[config.mk]
export PLATFORM = sky130hd
export DESIGN_NAME = vending_ctrl
export DESIGN_NICKNAME = d
export VERILOG_FILES = /design/src/rtl/vending_ctrl.sv
export SDC_FILE = /design/constraint.sdc
export NUM_CORES = 1
export LEC_CHECK = 0
export ABC_AREA = 1
export CELL_PAD_IN_SITES_DETAIL_PLACEMENT = 1
export CELL_PAD_IN_SITES_GLOBAL_PLACEMENT = 2
export CORE_MARGIN = 3
export CORE_UTILIZATION = 35
export CTS_CLUSTER_DIAMETER = 200
export DETAILED_ROUTE_END_ITERATION = 12
export GPL_TIMING_DRIVEN = 0
export HOLD_SLACK_MARGIN = 0.12
export PLACE_DENSITY = 0.89
export SLEW_MARGIN = 0
export SYNTH_ARGS = -nofsm -noshare
export SYNTH_HDL_FRONTEND = slang
export SYNTH_SLANG_ARGS = --single-unit
[constraint.sdc]
create_clock -name clock -period 9.3 [get_ports clock]
set_input_delay 0.93 -clock clock [delete_from_list [all_inputs] [get_ports clock]]
set_output_delay 0.93 -clock clock [all_outputs]
set_load 0.01 [all_outputs]
[src/rtl/vending_ctrl.sv]
// Parametrised vending-machine controller: coin accumulation, priced selection with
// per-item stock, change return, coin rejection and selection-error reporting.
module vending_ctrl #(
  parameter int NUM_ITEMS  = 6,
  parameter int CREDIT_W   = 11,
  parameter int COIN_UNIT  = 100,
  parameter int MAX_CREDIT = 1000,
  parameter int PRICE_BASE = 500,
  parameter int PRICE_STEP = 100,
  parameter int STOCK_W    = 4,
  parameter int STOCK_INIT = 3,
  localparam int SEL_W     = (NUM_ITEMS > 1) ? $clog2(NUM_ITEMS) : 1
) (
  input  logic                 clock,
  input  logic                 n_reset,
  input  logic                 coin_valid,
  input  logic [CREDIT_W-1:0]  coin_value,
  input  logic                 sel_valid,
  input  logic [SEL_W-1:0]     sel,
  input  logic                 refund,
  input  logic                 restock,
  output logic [CREDIT_W-1:0]  credit,
  output logic                 done,
  output logic [SEL_W-1:0]     dispense_item,
  output logic                 change_valid,
  output logic [CREDIT_W-1:0]  change_amt,
  output logic                 coin_reject,
  output logic                 sel_error,
  output logic [NUM_ITEMS-1:0] sold_out,
  output logic                 busy,
  output logic [1:0]           state_dbg
);

  // Handshakes: every input event is a single-cycle strobe (coin_valid, sel_valid,
  // refund, restock) sampled on the rising edge; there is no back-pressure, so
  // events arriving while busy=1 are rejected (coins) or dropped (others).
  // All outputs are registered; done/change_valid/coin_reject/sel_error are 1-cycle pulses.

  typedef enum logic [1:0] {
    S_IDLE     = 2'd0,
    S_CREDIT   = 2'd1,
    S_DISPENSE = 2'd2,
    S_CHANGE   = 2'd3
  } state_t;

  state_t                r_state;
  logic [CREDIT_W-1:0]   r_credit;
  logic                  r_done;
  logic [SEL_W-1:0]      r_item;
  logic                  r_change_valid;
  logic [CREDIT_W-1:0]   r_change_amt;
  logic                  r_coin_reject;
  logic                  r_sel_error;
  logic [NUM_ITEMS-1:0]  r_sold_out;
  logic                  r_busy;
  logic [STOCK_W-1:0]    r_stock [NUM_ITEMS];

  state_t                w_state_nxt;
  logic [CREDIT_W-1:0]   w_credit_nxt;
  logic                  w_done_nxt;
  logic [SEL_W-1:0]      w_item_nxt;
  logic                  w_change_valid_nxt;
  logic [CREDIT_W-1:0]   w_change_amt_nxt;
  logic                  w_coin_reject_nxt;
  logic                  w_sel_error_nxt;
  logic [NUM_ITEMS-1:0]  w_sold_out_nxt;
  logic [STOCK_W-1:0]    w_stock_nxt [NUM_ITEMS];

  logic [STOCK_W-1:0]    w_sel_stock;
  logic                  w_sel_in_range;
  logic [31:0]           w_price;
  logic                  w_sel_ok;
  logic [CREDIT_W:0]     w_coin_sum;
  logic                  w_coin_ok;

  // Selection and coin qualification, evaluated wide enough that nothing wraps.
  always_comb begin
    w_sel_stock = '0;
    for (int i = 0; i < NUM_ITEMS; i++) begin
      if (sel == SEL_W'(i)) w_sel_stock = r_stock[i];
    end
    w_sel_in_range = (32'(sel) < 32'(NUM_ITEMS));
    w_price        = 32'(PRICE_BASE) + 32'(sel) * 32'(PRICE_STEP);
    w_sel_ok       = w_sel_in_range && (w_sel_stock != '0) && (32'(r_credit) >= w_price);
    w_coin_sum     = {1'b0, r_credit} + {1'b0, coin_value};
    w_coin_ok      = (coin_value != '0) &&
                     ((32'(coin_value) % 32'(COIN_UNIT)) == 32'd0) &&
                     (32'(w_coin_sum) <= 32'(MAX_CREDIT));
  end

  always_comb begin
    w_state_nxt        = r_state;
    w_credit_nxt       = r_credit;
    w_done_nxt         = 1'b0;
    w_item_nxt         = r_item;
    w_change_valid_nxt = 1'b0;
    w_change_amt_nxt   = r_change_amt;
    w_coin_reject_nxt  = 1'b0;
    w_sel_error_nxt    = 1'b0;
    w_stock_nxt        = r_stock;
    w_sold_out_nxt     = '0;

    case (r_state)
      S_IDLE, S_CREDIT: begin
        if (refund) begin
          w_coin_reject_nxt = coin_valid;
          if (r_state == S_CREDIT) begin
            w_state_nxt        = S_CHANGE;
            w_change_valid_nxt = 1'b1;
            w_change_amt_nxt   = r_credit;
            w_credit_nxt       = '0;
          end
        end else if (sel_valid) begin
          w_coin_reject_nxt = coin_valid;
          if (!w_sel_ok) begin
            w_sel_error_nxt = 1'b1;
          end else begin
            w_state_nxt  = S_DISPENSE;
            w_done_nxt   = 1'b1;
            w_item_nxt   = sel;
            w_credit_nxt = r_credit - w_price[CREDIT_W-1:0];
            for (int i = 0; i < NUM_ITEMS; i++) begin
              if (sel == SEL_W'(i)) w_stock_nxt[i] = r_stock[i] - STOCK_W'(1);
            end
          end
        end else if (coin_valid) begin
          if (w_coin_ok) begin
            w_credit_nxt = w_coin_sum[CREDIT_W-1:0];
            w_state_nxt  = S_CREDIT;
          end else begin
            w_coin_reject_nxt = 1'b1;
          end
        end
        // Restock overrides any decrement taken in the same cycle.
        if (restock) begin
          for (int i = 0; i < NUM_ITEMS; i++) w_stock_nxt[i] = STOCK_W'(STOCK_INIT);
        end
      end
      S_DISPENSE: begin
        w_coin_reject_nxt = coin_valid;
        if (r_credit != '0) begin
          w_state_nxt        = S_CHANGE;
          w_change_valid_nxt = 1'b1;
          w_change_amt_nxt   = r_credit;
          w_credit_nxt       = '0;
        end else begin
          w_state_nxt = S_IDLE;
        end
      end
      default: begin
        w_coin_reject_nxt = coin_valid;
        w_state_nxt       = S_IDLE;
      end
    endcase

    for (int i = 0; i < NUM_ITEMS; i++) w_sold_out_nxt[i] = (w_stock_nxt[i] == '0);
  end

  always_ff @(posedge clock or negedge n_reset) begin
    if (!n_reset) begin
      r_state        <= S_IDLE;
      r_credit       <= '0;
      r_done         <= 1'b0;
      r_item         <= '0;
      r_change_valid <= 1'b0;
      r_change_amt   <= '0;
      r_coin_reject  <= 1'b0;
      r_sel_error    <= 1'b0;
      r_busy         <= 1'b0;
      for (int i = 0; i < NUM_ITEMS; i++) begin
        r_stock[i]    <= STOCK_W'(STOCK_INIT);
        r_sold_out[i] <= (STOCK_INIT == 0);
      end
    end else begin
      r_state        <= w_state_nxt;
      r_credit       <= w_credit_nxt;
      r_done         <= w_done_nxt;
      r_item         <= w_item_nxt;
      r_change_valid <= w_change_valid_nxt;
      r_change_amt   <= w_change_amt_nxt;
      r_coin_reject  <= w_coin_reject_nxt;
      r_sel_error    <= w_sel_error_nxt;
      r_busy         <= (w_state_nxt == S_DISPENSE) || (w_state_nxt == S_CHANGE);
      r_stock        <= w_stock_nxt;
      r_sold_out     <= w_sold_out_nxt;
    end
  end

  assign credit        = r_credit;
  assign done          = r_done;
  assign dispense_item = r_item;
  assign change_valid  = r_change_valid;
  assign change_amt    = r_change_amt;
  assign coin_reject   = r_coin_reject;
  assign sel_error     = r_sel_error;
  assign sold_out      = r_sold_out;
  assign busy          = r_busy;
  assign state_dbg     = r_state;

endmodule

==> results of run 1 <==
per-layer routing:
metal	track usage (%)	up-vias	wire length, um
met3	2.73	8	523
li1	-	2373	-
met4	5.36	0	139
met2	31.3	85	7180
met5	0	-	0
met1	28.0	2393	7420
path summary, 6_finish.rpt:
| path | from | end | slack, ns | cells after the start |
|---|---|---|---|---|
| max | sel[1] | sold_out[1] | 3.50 | 19 |
| min | change_amt[7] | change_amt[7] | 0.47 | 2 |
| max reg2reg | credit[4] | sold_out[1] | 4.76 | 21 |
| min reg2reg | change_amt[7] | change_amt[7] | 0.47 | 2 |
| max in group asynchronous | n_reset | r_stock[4] | 8.02 | 2 |
| min in group asynchronous | n_reset | state_dbg[0] | 0.60 | 1 |
synth_stat cells (all sizes together), types with 2 or more instances:
| cell | number | area [um2] |
|---|---|---|
| o31ai | 2 | 15.0 |
| nand3 | 47 | 288 |
| buf | 3 | 23.8 |
| nor3 | 11 | 55.1 |
| a31oi | 3 | 18.8 |
| a21oi | 27 | 135 |
| inv | 114 | 428 |
| nor4 | 7 | 43.8 |
| o21ai | 52 | 298 |
| o211ai | 4 | 30.0 |
| a32oi | 2 | 17.5 |
| xor2 | 12 | 105 |
| dfrtp | 50 | 1250 |
| o311ai | 5 | 43.8 |
| nand2 | 164 | 698 |
| or2 | 6 | 37.5 |
| clkbuf | 7 | 26.3 |
| nor2 | 52 | 233 |
| o22ai | 3 | 18.8 |
| o21bai | 6 | 45.0 |
| nand3b | 3 | 35.0 |
| fa | 2 | 40.0 |
| xnor2 | 4 | 35.0 |
| ha | 39 | 488 |
| dfstp | 12 | 315 |
| nand4 | 28 | 203 |
report_power, final:
part	switching (mW)	internal [mW]
registers	0.0775	0.324
clock network	0.120	0.186
logic	0.443	0.286
total	0.640	0.796
layout make-up:
cell class / count / area [um2] / area share [%]
clock buffer: 12 / 246 / 4.05
timing repair buffer: 58 / 586 / 9.63
buffer: 10 / 50.0 / 0.823
tap: 180 / 225 / 3.70
clock inverter: 4 / 22.5 / 0.370
inverter: 115 / 433 / 7.12
sequential: 62 / 1570 / 25.8
multi-input combinational: 486 / 2950 / 48.5
tightest hold or removal path, delay by kind of cell (launching register included):
kind	cells	cell delay, ns
flip-flops	1	0.34
AND/OR/NAND/NOR	2	0.10
metrics by stage:
step	hold slack (ns)	instance area, um2	instances	setup WS [ns]	power [mW]
2_1_floorplan	0.496	5000	673	5.03	0.845
3_3_place_gp	0.455	5800	910	3.32	1.10
3_5_place_dp	0.464	5810	911	3.31	1.13
4_1_cts	0.477	6080	927	3.56	1.44
5_1_grt	0.494	6080	927	3.04	1.55
6_report	0.475	6080	927	3.50	1.44
logic make-up after synthesis:
group | Yosys count
XOR/XNOR | 16
buffers and inverters | 125
flip-flops | 62
AO/OA/AOI/OAI | 110
adder cells (fa/ha/maj) | 41
AND/OR/NAND/NOR | 319
sequential cells by signal (all words and copies together) (netlist names):
signal and cells:
r_stock 24, busy 1, change_amt 11, change_valid 1, coin_reject 1, dispense_item 3
sel_error 1, sold_out 6, credit 11, state_dbg 2, done 1
layout by cell type (no fill, tap or decap), types with 3 or more instances in the layout:
cell               n
nand2_4            6
nand4_1           25
clkbuf_16          9
xor2_1            12
nand3_4            3
o311ai_0           5
o211ai_1           4
o22ai_1            3
clkinv_2           4
nand2_2           15
clkbuf_1           9
nor4_1             7
clkdlybuf4s50_1   56
or2_2              6
nor2_4             4
o21ai_2           10
inv_1            110
dfstp_2           12
nand2_1          143
o21bai_1           6
nand3_1           41
nand3_2            3
nor3_1            11
o21ai_0           40
a31oi_1            3
a21oi_1           27
inv_2              4
xnor2_1            4
nor2_1            45
dfrtp_1           50
nor2_2             3
ha_1              39
==> impl_metrics.csv, run 1 <==
group,metric,value,unit
global_route,grt_usage,19.6,%
yosys,synth-seq-area-share,31.3,%
cells_and_area,drive_gt1_share,12.2,%
cts,clock_latency,0.33,ns
cells_and_area,area_delta_synth_final,21.6,%
critical_path,critPathKind,"in2reg",
place,gp_congestion,0.884,
critical_path,crit_required,9.52,ns
critical_path,critPathLaunchType,"primary input",
place,port_buffers,57,
cts,cts_tree,"yes",
sta,slew_headroom,49.2,%
detailed_routing,avgViaCountPerCell,5.24,
critical_path,crit_buf_inv,5,
die,start_util,35.9,%
yosys,synthCells,673,
die,rows,43,
yosys,postSynth.asyncResetShare,100,%
run,cap_violations,0,
detailed_routing,drcViolationCount,0,
detailed_routing,first_pass_iters,4,
yosys,synth-edff-count,0,
cells_and_area,num_antenna_cells,0,
cts,clk_pin_slew_worst_paths,0.06,ns
yosys,synth_top_family_by_area,"simple AND/OR/NAND/NOR gates",
cts,cts.path.max_buffers,2,
sta,finalClockSkew,0.00977,ns
yosys,yosys_most_used_dff,"dfrtp_1",
cts,cts_sinks,62,
detailed_routing,dr_total_vias,4859,
detailed_routing,drt_iter0_markers,225,
yosys,synth_xor_area_share,2.80,%
cells_and_area,final_util,43.6,%
die,die_h,126,um
global_route,antenna_found_initial,0,
die,ios,58,
yosys,synth_area,5000,um2
sta,rsz0062_at_grt,"no",
cells_and_area,fin_nets,803,
sta,post-route-min-period,5.80,ns
status,status,"finished clean",
yosys,synthAdderAreaFrac,10.6,%
die,dieWidth,126,um
min_path,hp-class,"reg2reg",
critical_path,endpoint_kind,"flip-flop",
yosys,muxShareOfSynthArea,0,%
power_and_ir_drop,vdd_ir_drop_max,0.115,mV
yosys,synth_compound_area_share,13.7,%
yosys,synth_cell_types,48,
power_and_ir_drop,cellPowerDensity,236,nW/um2
yosys,yosys_warnings,0,
place,dp_hpwl,12100,um
sta,setup_violations,0,
cts,cts_hold_buf,0,
cts,postCtsResizedCells,0,
detailed_routing,antenna_left,0,
sta,maxSlewViolCount,0,
global_route,grt_max_degree,41,
yosys,synthSimpleGateAreaFrac,32.0,%
cells_and_area,n_fill_cell,1739,
sta,fin_crit_sh,62.4,%
power_and_ir_drop,p_leak,3.09,nW
yosys,ys_seq_elements,62,
sta,finalSetupTns,0,ns
sta,tightest_slew,0.752,ns
critical_path,path_cells,"clkdlybuf4s50_1 -> inv_1 -> ha_1 -> inv_1 -> ha_1 -> ha_1 -> nor3_1 -> xor2_1 -> ha_1 -> nand4_1 -> o311ai_0 -> nor3b_1 -> nand2_1 -> nor2_1 -> inv_1 -> clkbuf_1 -> o21ai_0 -> nand3_1 -> nor4_1",
yosys,syn_nets,734,
global_route,grt_pass1_wl,25400,um
critical_path,cpMostUsedCell,"ha_1",
cts,numCtsBuffers,9,
yosys,avgSynthCellArea,7.43,um2
cts,cts_root_buf,"clkbuf_16",
sta,hold_viol_final,0,
die,core,13900,um2
global_route,first_global_vias,5130,
cts,cts.htree.levels,3,
cts,post_cts_buffers,0,
critical_path,critPathTopFamily,"simple AND/OR/NAND/NOR gates",
sta,max_freq,172,MHz
critical_path,cp_slowest_cell,"clkdlybuf4s50_1",
critical_path,cp.arrival,6.02,ns
critical_path,cp_slowest_stage_delay,0.57,ns
detailed_routing,avgRoutedWirePerCell,16.5,um
detailed_routing,wl,15300,um
critical_path,crit_path_max_fanout,10,
global_route,grt-ovfl-total,0,
die,dieArea,15800,um2
(Power assumes the default switching activity.)
==> inputs of run 2 (changes only) <==
--- a/config.mk
+++ b/config.mk
@@ -9,12 +9,12 @@
 export CELL_PAD_IN_SITES_DETAIL_PLACEMENT = 1
 export CELL_PAD_IN_SITES_GLOBAL_PLACEMENT = 2
 export CORE_MARGIN = 3
-export CORE_UTILIZATION = 35
+export CORE_UTILIZATION = 30
 export CTS_CLUSTER_DIAMETER = 200
 export DETAILED_ROUTE_END_ITERATION = 12
 export GPL_TIMING_DRIVEN = 0
 export HOLD_SLACK_MARGIN = 0.12
-export PLACE_DENSITY = 0.89
+export PLACE_DENSITY = 0.82
 export SLEW_MARGIN = 0
 export SYNTH_ARGS = -nofsm -noshare
 export SYNTH_HDL_FRONTEND = slang
==> constraint.sdc (replaced) <==
create_clock -name clock -period 5.2 [get_ports clock]
set_input_delay 0.52 -clock clock [delete_from_list [all_inputs] [get_ports clock]]
set_output_delay 0.52 -clock clock [all_outputs]
set_load 0.01 [all_outputs]
==> impl_metrics.csv, run 2 (synthesized netlist as in run 1, its figures left out) <==
group,metric,value,unit
cells_and_area,largest_reg_flops,24,
power_and_ir_drop,p_switching,1.16,mW
sta,max_freq,211,MHz
global_route,grt_pass1_wl,26800,um
cts,clk_pin_slew_worst_paths,0.06,ns
die,core,16100,um2
cells_and_area,final_common_cell,"nand2_1",
critical_path,cp_slowest_stage_delay,0.58,ns
critical_path,cp.arrival,4.96,ns
sta,maxSlewViolCount,0,
critical_path,r2r-end,"sold_out[5]",
global_route,grt-ovfl-total,0,
cts,cts.htree.levels,3,
cells_and_area,stdcell_count,964,
detailed_routing,first_pass_iters,4,
min_path,hp-class,"in2async",
critical_path,r2r-start,"credit[4]",
sta,post-route-min-period,4.73,ns
detailed_routing,avgRoutedWirePerCell,16.4,um
cells_and_area,mostFrequentLayoutCells,"nand2_1 (143), inv_1 (110), clkdlybuf4s50_1 (55)",
die,dieArea,18300,um2
global_route,grt_use_met2,29.6,%
power_and_ir_drop,p_comb_share,50.7,%
cells_and_area,regMostFlops,"r_stock",
cells_and_area,num_antenna_cells,0,
detailed_routing,dr_total_vias,4815,
sta,finalClockSkew,0.00560,ns
global_route,grt_usage,18.1,%
detailed_routing,wl,15800,um
cells_and_area,fin_nets,804,
power_and_ir_drop,switching_share,44.8,%
critical_path,path_cells,"clkdlybuf4s50_1 -> inv_1 -> ha_1 -> inv_1 -> ha_1 -> ha_1 -> nor3_1 -> xor2_1 -> ha_1 -> nand4_1 -> o311ai_1 -> nor3b_2 -> nand2_1 -> nor2_4 -> inv_1 -> clkbuf_1 -> o211ai_1 -> nand4_1 -> nor3_1",
place,dp_hpwl,12700,um
sta,setup_violations,0,
status,status,"finished clean",
cells_and_area,stdcell_area,6150,um2
sta,fin_crit_sh,91.0,%
die,dieWidth,135,um
cts,clock_latency,0.33,ns
run,cap_violations,0,
critical_path,cp-startpoint,"sel[1]",
place,port_buffers,57,
die,ios,58,
cells_and_area,n_fill_cell,2004,
die,start_util,31.0,%
global_route,grt_util_met1,25.3,%
critical_path,crit_required,5.43,ns
die,die_h,135,um
global_route,met3_usage,1.97,%
cts,cts.path.max_buffers,2,
sta,slew_headroom,42.4,%
cts,cts_sinks,62,
power_and_ir_drop,total_power,2.59,mW
cells_and_area,area_delta_synth_final,23.0,%
detailed_routing,antenna_left,0,
critical_path,cpMostUsedCell,"ha_1",
critical_path,rr_worst_depth,21,
detailed_routing,drt_iter0_markers,193,
cts,cts_root_buf,"clkbuf_16",
detailed_routing,avgViaCountPerCell,4.99,
cts,numCtsBuffers,9,
critical_path,critPathKind,"in2reg",
place,dp.cells,947,
global_route,busiest_layer,"met2",
critical_path,critPathLaunchType,"primary input",
power_and_ir_drop,seqPwrFrac,27.8,%
sta,hold_viol_final,0,
sta,tightest_slew,0.853,ns
critical_path,cp_slowest_cell,"clkdlybuf4s50_1",
critical_path,endpoint_kind,"flip-flop",
critical_path,crit_path_max_fanout,10,
global_route,antenna_found_initial,0,
power_and_ir_drop,clockPowerShare,21.5,%
power_and_ir_drop,p_leak,3.11,nW
global_route,first_global_vias,5211,
cells_and_area,drive_gt1_share,12.7,%
detailed_routing,drcViolationCount,0,
power_and_ir_drop,vdd_ir_drop_max,0.209,mV
power_and_ir_drop,cellPowerDensity,421,nW/um2
cts,cts_tree,"yes",
die,rows,46,
sta,fin_hold_ws,0.202,ns
critical_path,r2r_setup_slack,1.27,ns
global_route,grt_max_degree,37,
place,placed_cell_area,5860,um2
place,gp_congestion,0.812,
power_and_ir_drop,power.internal,1.43,mW
==> run 2: changes by cell type in the layout (fill, tap and decap cells not counted) <==
cell             delta
o21ai_0             -1
nor2_1              -1
nor2_4              +1
o21ai_1             +1
o311ai_0            -1
dlymetal6s2s_1      +1
nor3b_2             +1
clkbuf_2            +1
clkdlybuf4s50_1     -1
buf_4               +1
o311ai_1            +1
clkbuf_1            -1
nor3b_1             -1
==> run 2: final cells by class <==
class | instances | area [um2] | area share [%]
tap | 216 | 270 | 4.39
clock buffer | 12 | 246 | 4.01
multi-input combinational | 486 | 2970 | 48.2
sequential | 62 | 1570 | 25.5
buffer | 10 | 51.3 | 0.834
timing repair buffer | 59 | 596 | 9.68
clock inverter | 4 | 22.5 | 0.366
inverter | 115 | 433 | 7.04
==> run 2: power by group through the flow <==
stage                     clock (mW)  combinational [mW]  sequential (mW)
after global routing           0.593                1.49            0.734
after CTS                      0.564                1.32            0.721
after global placement             0                1.25            0.722
after detailed placement           0                1.31            0.728
final                          0.557                1.31            0.719
after floorplan                    0               0.806            0.705
==> run 2: worst max-delay path, delay by kind of cell <==
| kind | cells | cell delay, ns |
|---|---|---|
| adder cells (fa/ha/maj) | 4 | 1.13 |
| AND/OR/NAND/NOR | 7 | 1.47 |
| AO/OA/AOI/OAI | 2 | 0.64 |
| XOR/XNOR | 1 | 0.11 |
| buffers and inverters | 5 | 1.10 |
==> run 2: worst max-delay path by stage <==
stage	to	slack [ns]	depth (start not counted)
floorplan	sold_out[1]	1.34	18
global placement	sold_out[5]	-0.38	19
detailed placement	sold_out[5]	-0.34	19
CTS	sold_out[5]	0.14	19
global route	sold_out[5]	-0.01	19
finish	sold_out[5]	0.47	19
==> run 2: what timing repair did <==
action	4_1_cts	5_1_grt
resized for setup	1	7
endpoints found under the hold margin	0	0
hold buffers	0	0
gates cloned	0	0
setup endpoints to repair	2	11
pin swaps	0	0
buffers inserted	0	1
==> run 2: per-layer routing <==
layer  vias up  wire, um
li1       2376         -
met5         -         0
met1      2345      7730
met2        77      7420
met3        17       496
met4         0       202
==> run 2: through the flow <==
step	setup WS, ns	utilization, %	setup TNS (ns)
6_report	0.470	38.2	0
5_1_grt	-0.0100	38.2	-0.0100
4_1_cts	0.144	38.1	0
3_5_place_dp	-0.340	36.4	-1.98
3_3_place_gp	-0.382	36.3	-1.90
2_1_floorplan	1.34	-	0
==> inputs of run 3 (changes only) <==
--- a/config.mk
+++ b/config.mk
@@ -11,6 +11,7 @@
 export CORE_MARGIN = 3
 export CORE_UTILIZATION = 30
 export CTS_CLUSTER_DIAMETER = 200
+export CTS_CLUSTER_SIZE = 16
 export DETAILED_ROUTE_END_ITERATION = 12
 export GPL_TIMING_DRIVEN = 0
 export HOLD_SLACK_MARGIN = 0.12
==> results of run 3 <==
Same layout as run 2: the final DEF is identical, and so are final timing and power.
